===== src/rtl/operand_collector.sv =====
// Operand collector: fetches rs1/rs2 for an issued warp instruction from the register block,
// owns its read/write ports and warp select. Optional macro: OPERAND_COLLECTOR_WB_BYPASS_EN.
module operand_collector #(
  parameter int LANES  = 8,
  parameter int DATA_W = 32,
  parameter int ADDR_W = 5,
  parameter int WARP_W = 3
) (
  input  logic                    clk,
  input  logic                    rst,
  input  logic                    req_valid,
  output logic                    req_ready,
  input  logic [WARP_W-1:0]       req_warp,
  input  logic [ADDR_W-1:0]       req_rs1,
  input  logic [ADDR_W-1:0]       req_rs2,
  input  logic                    req_rs2_en,
  input  logic [LANES-1:0]        req_mask,
  input  logic                    wb_valid,
  input  logic [WARP_W-1:0]       wb_warp,
  input  logic [ADDR_W-1:0]       wb_addr,
  input  logic [LANES-1:0]        wb_mask,
  input  logic [LANES*DATA_W-1:0] wb_data,
  output logic [LANES-1:0]        rb_read_en_0,
  output logic [LANES-1:0]        rb_read_en_1,
  output logic [ADDR_W-1:0]       rb_raddr_0,
  output logic [ADDR_W-1:0]       rb_raddr_1,
  output logic [LANES-1:0]        rb_write_en,
  output logic [ADDR_W-1:0]       rb_waddr,
  output logic [LANES*DATA_W-1:0] rb_wdata,
  output logic [WARP_W-1:0]       rb_warp_selector,
  input  logic [LANES*DATA_W-1:0] rb_rdata_0,
  input  logic [LANES*DATA_W-1:0] rb_rdata_1,
  output logic                    op_valid,
  input  logic                    op_ready,
  output logic [WARP_W-1:0]       op_warp,
  output logic [LANES-1:0]        op_mask,
  output logic [LANES*DATA_W-1:0] op_a,
  output logic [LANES*DATA_W-1:0] op_b
);

  localparam int BUS_W = LANES * DATA_W;

  typedef enum logic {IDLE, FETCH} state_t;

  state_t state_q, state_d;

  logic              vld_p0;
  logic [WARP_W-1:0] warp_p0;
  logic [ADDR_W-1:0] rs1_p0;
  logic [ADDR_W-1:0] rs2_p0;
  logic              rs2_en_p0;
  logic [LANES-1:0]  mask_p0;

  logic              vld_p1;
  logic [WARP_W-1:0] warp_p1;
  logic [LANES-1:0]  mask_p1;
  logic [BUS_W-1:0]  a_p1;
  logic [BUS_W-1:0]  b_p1;

  logic [WARP_W-1:0] last_warp;
  logic [ADDR_W-1:0] last_raddr_0;
  logic [ADDR_W-1:0] last_raddr_1;
  logic [ADDR_W-1:0] last_waddr;

  logic             accept;
  logic             out_free;
  logic             wb_block;
  logic             read_fire;
  logic             byp_a;
  logic             byp_b;
  logic [LANES-1:0] b_lanes;

  // Select each lane from read data or, when bypassing, from the concurrent writeback.
  function automatic logic [BUS_W-1:0] gather(
    input logic [BUS_W-1:0] rdata,
    input logic [LANES-1:0] lane_en,
    input logic             bypass,
    input logic [LANES-1:0] wb_lanes,
    input logic [BUS_W-1:0] wb_bus
  );
    logic [BUS_W-1:0] r;
    r = '0;
    for (int i = 0; i < LANES; i++) begin
      if (lane_en[i]) begin
        if (bypass && wb_lanes[i]) r[i*DATA_W +: DATA_W] = wb_bus[i*DATA_W +: DATA_W];
        else                       r[i*DATA_W +: DATA_W] = rdata[i*DATA_W +: DATA_W];
      end
    end
    return r;
  endfunction

  assign vld_p0   = (state_q == FETCH);
  assign out_free = !vld_p1 || op_ready;

`ifdef OPERAND_COLLECTOR_WB_BYPASS_EN
  // Same-warp writeback shares the warp select with the read, so it can proceed.
  assign wb_block = wb_valid && (wb_warp != warp_p0);
  assign byp_a    = wb_valid && (wb_addr == rs1_p0);
  assign byp_b    = wb_valid && (wb_addr == rs2_p0);
`else
  assign wb_block = wb_valid;
  assign byp_a    = 1'b0;
  assign byp_b    = 1'b0;
`endif

  assign read_fire = !rst && vld_p0 && out_free && !wb_block;
  assign req_ready = !rst && (!vld_p0 || read_fire);
  assign accept    = req_valid && req_ready;
  assign b_lanes   = rs2_en_p0 ? mask_p0 : '0;

  always_ff @(posedge clk) begin
    if (rst) state_q <= IDLE;
    else     state_q <= state_d;
  end

  always_comb begin
    state_d = state_q;
    case (state_q)
      IDLE:    if (accept) state_d = FETCH;
      FETCH:   if (read_fire && !accept) state_d = IDLE;
      default: state_d = IDLE;
    endcase
  end

  always_comb begin
    rb_read_en_0     = '0;
    rb_read_en_1     = '0;
    rb_write_en      = '0;
    rb_wdata         = '0;
    rb_raddr_0       = last_raddr_0;
    rb_raddr_1       = last_raddr_1;
    rb_waddr         = last_waddr;
    rb_warp_selector = last_warp;
    if (rst) begin
      rb_raddr_0       = '0;
      rb_raddr_1       = '0;
      rb_waddr         = '0;
      rb_warp_selector = '0;
    end else begin
      if (read_fire) begin
        rb_warp_selector = warp_p0;
        rb_raddr_0       = rs1_p0;
        rb_raddr_1       = rs2_p0;
        rb_read_en_0     = mask_p0;
        rb_read_en_1     = b_lanes;
      end
      if (wb_valid) begin
        rb_warp_selector = wb_warp;
        rb_write_en      = wb_mask;
        rb_waddr         = wb_addr;
        rb_wdata         = wb_data;
      end
    end
  end

  always_ff @(posedge clk) begin
    if (rst) begin
      last_warp    <= '0;
      last_raddr_0 <= '0;
      last_raddr_1 <= '0;
      last_waddr   <= '0;
    end else begin
      last_warp    <= rb_warp_selector;
      last_raddr_0 <= rb_raddr_0;
      last_raddr_1 <= rb_raddr_1;
      last_waddr   <= rb_waddr;
    end
  end

  // Stage p0: pending request held until its read fires.
  always_ff @(posedge clk) begin
    if (accept) begin
      warp_p0   <= req_warp;
      rs1_p0    <= req_rs1;
      rs2_p0    <= req_rs2;
      rs2_en_p0 <= req_rs2_en;
      mask_p0   <= req_mask;
    end
  end

  // Stage p1: registered operand bundle toward execute.
  always_ff @(posedge clk) begin
    if (rst) begin
      vld_p1  <= 1'b0;
      warp_p1 <= '0;
      mask_p1 <= '0;
      a_p1    <= '0;
      b_p1    <= '0;
    end else if (read_fire) begin
      vld_p1  <= 1'b1;
      warp_p1 <= warp_p0;
      mask_p1 <= mask_p0;
      a_p1    <= gather(rb_rdata_0, mask_p0, byp_a, wb_mask, wb_data);
      b_p1    <= gather(rb_rdata_1, b_lanes, byp_b, wb_mask, wb_data);
    end else if (op_ready) begin
      vld_p1  <= 1'b0;
    end
  end

  assign op_valid = vld_p1;
  assign op_warp  = warp_p1;
  assign op_mask  = mask_p1;
  assign op_a     = a_p1;
  assign op_b     = b_p1;

endmodule


===== config.mk =====
export PLATFORM = sky130hd
export DESIGN_NAME = operand_collector
export DESIGN_NICKNAME = d
export VERILOG_FILES = /design/src/rtl/operand_collector.sv
export SDC_FILE = /design/constraint.sdc
export NUM_CORES = 1
export LEC_CHECK = 0
export ABC_AREA = 1
export BUFFER_PORTS_ARGS = -buffer_cell sky130_fd_sc_hd__buf_2
export CORE_AREA = 2 2 634 636
export CTS_CLUSTER_SIZE = 20
export DETAILED_ROUTE_END_ITERATION = 8
export DIE_AREA = 0 0 636 638
export GPL_TIMING_DRIVEN = 0
export PLACE_DENSITY_LB_ADDON = 0.05
export SLEW_MARGIN = 40
export SYNTH_ARGS = -nofsm -noshare
export SYNTH_HDL_FRONTEND = slang
export SYNTH_SLANG_ARGS = --single-unit

===== constraint.sdc =====
create_clock -name clk -period 7.7 [get_ports clk]
set_clock_uncertainty 0.05 [all_clocks]
set_input_delay 0.385 -clock clk [delete_from_list [all_inputs] [get_ports clk]]
set_output_delay 0.385 -clock clk [all_outputs]
set_load 0.01 [all_outputs]

Word-level counts from Yosys, hierarchy flattened
Index checks and enable logic that the tools add are counted.
{"block": "totals", "ff_bits": 565, "inputBits": 811, "output_inout_bits": 823}
{"block": "classes", "muxes": 39, "bitwise": 1, "n_reduce_logical": 14}
{"op": "two-way mux 256 bit", "n": 2}
{"op": "two-way mux 32 bit", "n": 16}
{"op": "two-way mux 8 bit", "n": 7}
{"op": "two-way mux 5 bit", "n": 6}
{"op": "two-way mux 3 bit", "n": 3}
{"op": "logical AND 1 bit", "n": 6}
{"op": "logical NOT 1 bit", "n": 5}
{"op": "two-way mux 1 bit", "n": 4}
{"op": "logical OR 1 bit", "n": 2}
{"op": "one-hot mux 1 bit (2 select lines)", "n": 1}
{"op": "nonzero test 2 bit", "n": 1}
{"op": "inverter 1 bit", "n": 1}

Depth between registers and ports, before layout
Gate-level depths: netlist (run 1).
{"block": "logic_depth", "ltp_word": 11, "depth_mapped": 8}

Least setup slack after synthesis (run 1)
No wires, ideal clock.
{"block": "synth_path", "kind": "input to register", "from": "in rst", "to": "reg mask_p0[0], enable pin", "t_arrival_ps": 2611, "t_required_ps": 7221, "setup_slack_ps": 4611, "cell_stages": 7, "n_path_buf": 2, "path_cell_list": "buf_2 inv_2 nand3_2 clkbuf_1 nand2_1 inv_1 nor3_1"}
{"block": "synth_between", "elab_chain_len": 7}
{"element": "start, declared", "line": "10", "rtl": "input logic rst,"}
{"element": "logical NOT 1 bit *", "line": "106, 107"}
{"element": "logical AND 1 bit (3 in a row)", "line": "106", "rtl": "assign read_fire = !rst && vld_p0 && out_free && !wb_block;"}
{"element": "logical OR 1 bit", "line": "107", "rtl": "assign req_ready = !rst && (!vld_p0 || read_fire);"}
{"element": "logical AND 1 bit *", "line": "107"}
{"element": "logical AND 1 bit *", "line": "108", "rtl": "assign accept = req_valid && req_ready;"}
{"element": "named net accept", "line": "65", "rtl": "logic accept;"}
{"element": "end signal, assigned", "line": "177", "rtl": "mask_p0 <= req_mask;"}
{"element": "end, declared", "line": "52", "rtl": "logic [LANES-1:0] mask_p0;"}
Mark *: on every way through the listed nets, which the timed path passes. The rest lies on a longest branch.
A chain may end at the register's enable or synchronous reset.

Worst setup path after layout (run 1)
{"block": "layout_path", "from": "reg state_q", "to": "out rb_read_en_0[6]"}
{"block": "layout_between", "elab_chain_len": 5}
{"element": "start, declared", "line": "45", "rtl": "state_t state_q, state_d;"}
{"element": "start signal, assigned", "line": "113", "rtl": "else state_q <= state_d;"}
{"element": "logical AND 1 bit (3 in a row)", "line": "106"}
{"element": "two-way mux 8 bit", "line": "140", "rtl": "if (read_fire) begin"}
{"element": "two-way mux 8 bit", "line": "134", "rtl": "if (rst) begin"}
{"element": "end, declared", "line": "23", "rtl": "output logic [LANES-1:0] rb_read_en_0,"}
No other way between the ends.

==> results of run 1 <==
per-stage QoR:
step / utilization / hold WS (ns)
final: 0.114 / 0.243
after global routing: 0.113 / 0.182
after CTS: 0.113 / 0.105
after detailed placement: 0.0917 / 0.392
after global placement: 0.0912 / 0.404
after floorplan: - / 0.380
final cells by class:
type | instances | area [um^2] | share of cell area
inverters | 17 | 63.8 | 0.00141
plain buffers | 231 | 1020 | 0.0225
clock inverters | 15 | 199 | 0.00439
flip-flops and latches | 565 | 11500 | 0.254
well taps | 5265 | 6590 | 0.145
repair buffers | 2183 | 13700 | 0.302
diodes | 91 | 228 | 0.00502
multi-input cells | 2197 | 9070 | 0.200
clock buffers | 157 | 2930 | 0.0646
worst max-delay path by stage:
| stage | from | to | slack [ns] | cells after the start |
|---|---|---|---|---|
| 2_1_floorplan | rst | mask_p0[0] | 4.61 | 7 |
| 3_3_place_gp | wb_valid | rs2_p0[3] | 0.38 | 7 |
| 3_5_place_dp | wb_valid | rs2_p0[3] | 3.85 | 11 |
| 4_1_cts | state_q | rb_warp_selector[2] | 3.38 | 8 |
| 5_1_grt | state_q | rb_read_en_0[6] | 3.38 | 7 |
| 6_report | state_q | rb_read_en_0[6] | 3.81 | 7 |
power groups by stage:
| stage | Sequential, mW | Combinational, mW | Clock (mW) |
|---|---|---|---|
| 2_1_floorplan | 3.13 | 0.273 | 0 |
| 3_3_place_gp | 3.11 | 1.04 | 0 |
| 3_5_place_dp | 3.11 | 1.04 | 0 |
| 4_1_cts | 3.05 | 1.33 | 4.85 |
| 5_1_grt | 3.05 | 1.37 | 4.91 |
| 6_report | 3.05 | 1.25 | 4.54 |
metal layers:
layer | vias to the layer above | global-route usage | part of all wire
li1 | 14300 | - | -
met1 | 14000 | 0.112 | 0.30
met2 | 1197 | 0.267 | 0.56
met3 | 474 | 0.0633 | 0.10
met4 | 84 | 0.0381 | 0.037
met5 | - | 0 | 0.0020
worst max-delay path: stages, from the launching register on:
cell,delay [ns]
dfxtp_1,0.34
inv_1,0.07
nor2_1,0.20
nand3_2,0.51
buf_6,0.41
nor2_4,0.36
buf_2,0.45
buf_2,0.27
flip-flops by register name, indices dropped and copies added, names as in the netlist, 5 cells and up:
signal / flops
op_a: 256
op_b: 256
mask_p0: 8
op_mask: 8
last_raddr_0: 5
last_raddr_1: 5
last_waddr: 5
rs1_p0: 5
rs2_p0: 5
synthesized netlist by cell type (all sizes together):
master	count	area share
edfxtp	22	0.031
buf	122	0.027
inv	17	0.0030
nor2	301	0.055
dfxtp	543	0.50
clkbuf	109	0.019
nor3	1	0.00023
nand3	534	0.12
nand2	1335	0.23
a21oi	8	0.0019
o21ai	18	0.0042
logic make-up (layout without fill, tap and decap cells):
logic type	count (synthesis)	count (layout)	share of synthesized area
buffers and inverters	248	2603	0.0489
DFF	565	565	0.534
and+or+nand+nor	2171	2171	0.411
AOI/OAI and AO/OA	26	26	0.00602
other	0	91	0
==> impl_metrics.ini, run 1 <==
[clock_tree]
hold_buffers = 544
htree_levels = 3
cts_tree = done
cts_setup_buffers = 0
numCtsBuffers = 100
clkTransAtPathRegs_ns = 0.05
cts.sinks = 565
cts_resized = 0
clk_path_buf_depth = 4
ctsRootBufferMaster = clkbuf_16
clk_latency_ns = 0.82

[synthesis]
yosysWarnings = 0
seq_area_frac_synth = 0.534
netlist_instances = 3010
synth_nets = 3821
avgSynthCellArea_um2 = 7.18
synthDistinctLibCells = 17
syn_area_mm2 = 0.0216
ys_seq_elements = 565

[global_route]
grt_pass1_vias = 31700
grt_max_degree = 14
track_usage = 0.132
grt_overflow = 0
grt_pass1_wl_um = 349000
antenna_found_initial = 214

[setup_path]
worstSetupEndpointType = primary output
worstSetupPathType = register to primary output
reg2reg_slack_ns = 4.41
critPathLaunchType = register
crit_fanout = 10
critPathArrivalTime_ns = 3.46
r2r_start = state_q
r2r_end = rs1_p0[1]
reg2reg_depth = 11
cp_data_required_time_ns = 7.26

[cells_and_area]
final_cell_mix = buf_2 (1730), nand2_1 (1335), dlygate4sd3_1 (544), dfxtp_1 (543), nand3_1 (533)
area_delta_synth_final_pct = 110
final_nets = 6106
drive_above_1_share = 0.357
fillers = 47000
final_common_cell = buf_2
postLayoutCellArea_mm2 = 0.0453
layout.cells.non_filler = 10700

[floorplanning]
start_util = 0.0542
die_h_um = 638
fp.coreArea_mm2 = 0.399
dieArea_mm2 = 0.406
row_count = 232
ios = 1634
dieWidth_um = 636

[min_path]
holdPathStages = 4
min_to = op_b[54]
hold_start = rb_rdata_1[54]
hold_path_class = input port to register

[placed_design]
dpl.hpwl_um = 241000
pre_cts_ws_ns = 3.85
dp_cells = 9914
gp_congestion = 0.926
dpl_cell_area_mm2 = 0.0365
port_buffers = 1632

[detailed_routing]
post_drt_wl_per_cell_um = 25.9
via_per_inst = 2.80
routed_wl_um = 278000
drc_errors = 0
dr.pass1.iters = 5
drtIter0Drc = 1306
ant_nets = 0
vias = 30000

[sta]
worstMarginPinSlew_ns = 0.816
fin_setup_tns_ns = 0
layout_setup_ws_ns = 3.81
setup_viol = 0
finalHoldViolCount = 0
rsz0062_at_grt = false
post-route-period-util = 0.505
fmax_ghz = 0.257
finalMaxSlewViolations = 0
fin_crit_ns = 3.89
maxSlewHeadroom = 0.456

[power]
combPwrFrac = 0.141
p_int_mw = 6.19
seqPwrFrac = 0.345
power.density_mw_per_mm2 = 195
power_switching_mw = 2.65
p_sw_frac = 0.300
power_mw = 8.84
pwr-share-clk = 0.514
irDropWorstVdd_mv = 0.150
p_leak_nw = 22.5

[job]
drv_cap = 0

[run_status]
status = complete, no violations
Note: power is estimated with default switching activity, not from simulation.
==> run 2: changes to the inputs <==
Settings changed: ABC_AREA 1 to 0, CORE_AREA 2 2 634 636 to 2 2 636 638, DIE_AREA 0 0 636 638 to 0 0 638 640.
Clock period 7.7 ns to 3.99 ns, I/O delays scaled along.
==> run 2 against run 1 <==
Against the previous run:
- critical path depth unchanged
- final cell count fell by 13%
- die area is 0.63% higher
- first-iteration DRC count down 43%
- wire length shrank 18%
- core utilization shrank 0.48 points
- critical path type unchanged
- highest routed layer unchanged
==> impl_metrics.ini, run 2 <==
[run_status]
status = complete, no violations

[synthesis]
synth_top_area_frac = 0.562
async_flop_share = 0
syn_area_mm2 = 0.0193
synth_nets = 2399
ys.flop_type = dfxtp_1
synth.most_common_cell = dfxtp_1
yosys-top-cells-area = dfxtp_1 (56%), a22o_1 (23%), and2_1 (8.6%)
avgSynthCellArea_um2 = 12.2
synthDistinctLibCells = 28
yosysWarnings = 0
seq_area_frac_synth = 0.597
ys_seq_elements = 565
synth_common_cells = dfxtp_1 (543), a22o_1 (505), and2_1 (265)
synth_edf_count = 22
netlist_instances = 1588
synth_area_leader_cell = dfxtp_1

[placed_design]
pre_cts_ws_ns = 0.420
gp_congestion = 0.887
port_buffers = 1632
dpl.hpwl_um = 199000

[global_route]
grt_pass1_wl_um = 283000
antenna_found_initial = 152
grt_overflow = 0
track_usage = 0.107
grt_pass1_vias = 25300
grt_max_degree = 16

[setup_path]
r2r_start = state_q
r2r_end = op_a[88]
reg2reg_slack_ns = 1.13
crit_path_start = state_q
cpMostUsedCell = buf_2
path_cells = and2b_1 > a21oi_2 > buf_4 > buf_2 > clkbuf_2 > a22o_1 > buf_2
critPathLaunchType = register
endpoint = rb_raddr_0[1]
critPathSlowestCell = buf_4
worstSetupEndpointType = primary output
critPathArrivalTime_ns = 3.35
reg2reg_depth = 6
cp_data_required_time_ns = 3.74
crit_fanout = 10
worstSetupPathType = register to primary output
critical-path-max-stage-delay_ns = 0.41

[min_path]
hold_path_class = input port to register
holdPathStages = 3

[power]
combPwrFrac = 0.134
irDropWorstVdd_mv = 0.289
power_switching_mw = 4.64
power.density_mw_per_mm2 = 378
p_sw_frac = 0.281
pwr-share-clk = 0.510
p_int_mw = 11.9
seqPwrFrac = 0.355
p_leak_nw = 19.7

[sta]
layout_setup_ws_ns = 0.394
worstMarginPinSlew_ns = 0.800
rsz0062_at_grt = false
finalHoldViolCount = 0
fin_crit_ns = 3.60
maxSlewHeadroom = 0.467
post-route-period-util = 0.901
finalMaxSlewViolations = 0
setup_viol = 0
fmax_ghz = 0.278

[detailed_routing]
routed_wl_um = 229000
dr.pass1.iters = 4
vias = 23300
drc_errors = 0
drtIter0Drc = 741
via_per_inst = 2.49
post_drt_wl_per_cell_um = 24.4
ant_nets = 0

[clock_tree]
cts_tree = done
htree_levels = 3
clk_path_buf_depth = 4
cts_setup_buffers = 0
clkTransAtPathRegs_ns = 0.06
numCtsBuffers = 95
ctsRootBufferMaster = clkbuf_16
cts.sinks = 565
clk_latency_ns = 0.78

[job]
drv_cap = 0

[cells_and_area]
final_cell_mix = buf_2 (1681), dlygate4sd3_1 (626), dfxtp_1 (543), a22o_1 (505), and2_1 (265)
final_core_util = 0.109
final_common_cell = buf_2
area_delta_synth_final_pct = 126
drive_above_1_share = 0.477
final_nets = 4759

[floorplanning]
dieArea_mm2 = 0.408
row_count = 233
dieWidth_um = 638
die_h_um = 640
ios = 1634
fp.coreArea_mm2 = 0.401
start_util = 0.0481
[run 2: worst min-delay path by stage]
stage               slack (ns)    endpoint             from
floorplan                 0.25  mask_p0[0]      req_mask[0]
global placement          0.33   rs1_p0[4]       req_rs1[4]
detailed placement        0.33   rs1_p0[4]       req_rs1[4]
CTS                    0.00005   op_b[183]  rb_rdata_1[183]
global route              0.03    op_b[95]   rb_rdata_1[95]
finish                    0.11    op_a[43]   rb_rdata_0[43]
[run 2: repair_timing]
| item | 4_1_cts | 5_1_grt |
|---|---|---|
| resized for setup | 3 | 0 |
| endpoints found under the hold margin | 551 | 0 |
| endpoints found under the setup margin | 10 | 0 |
| hold buffers | 626 | 0 |
[run 2: layer usage]
metal | track usage | up-vias | part of all wire
met3 | 0.0443 | 366 | 0.091
li1 | - | 10700 | -
met4 | 0.0353 | 48 | 0.039
met2 | 0.230 | 1138 | 0.59
met1 | 0.0821 | 11100 | 0.27
met5 | 0 | - | 0.0014
[run 2: area by class of cell]
type	count	area (um^2)
Clock buffer	153	2900
Timing Repair Buffer	2263	14600
Inverter	5	18.8
Tap cell	5287	6620
Clock inverter	13	134
Sequential cell	565	11500
Fill cell	46600	358000
Buffer	155	882
Multi-Input combinational cell	863	6950
Antenna cell	65	163
[run 2: kinds of logic (layout without fill, tap and decap cells)]
| family | after synthesis | in the layout | synth area share |
|---|---|---|---|
| compound gates | 558 | 558 | 0.253 |
| buf+inv | 160 | 2589 | 0.0454 |
| flops | 565 | 565 | 0.597 |
| mux | 5 | 5 | 0.00259 |
| other cells | 0 | 65 | 0 |
| simple gates | 300 | 300 | 0.102 |
[run 2: critical path, delay by kind of cell (launching register included)]
| kind | cells | cell delay, ns |
|---|---|---|
| buffers and inverters | 4 | 1.36 |
| flip-flops | 1 | 0.39 |
| AND/OR/NAND/NOR | 1 | 0.22 |
| AO/OA/AOI/OAI | 2 | 0.56 |
[run 2: per-stage QoR]
step	instances	power [mW]	instance area, um^2	setup TNS, ns	hold slack (ns)
after floorplan	1588	6.47	19300	0	0.248
after global placement	8507	7.75	34100	-23.53	0.331
after detailed placement	8512	7.74	34300	0	0.330
after CTS	9304	17.2	43600	0	0.0000473
after global routing	9339	17.4	43700	0	0.0302
final	9369	16.5	43700	0	0.110
[run 2: power groups by stage]
stage	registers, mW	clock network [mW]	logic (mW)
after floorplan	6.03	0	0.433
after CTS	5.88	9.02	2.35
after detailed placement	6.00	0	1.75
after global routing	5.89	9.13	2.40
final	5.88	8.44	2.22
after global placement	6.00	0	1.75
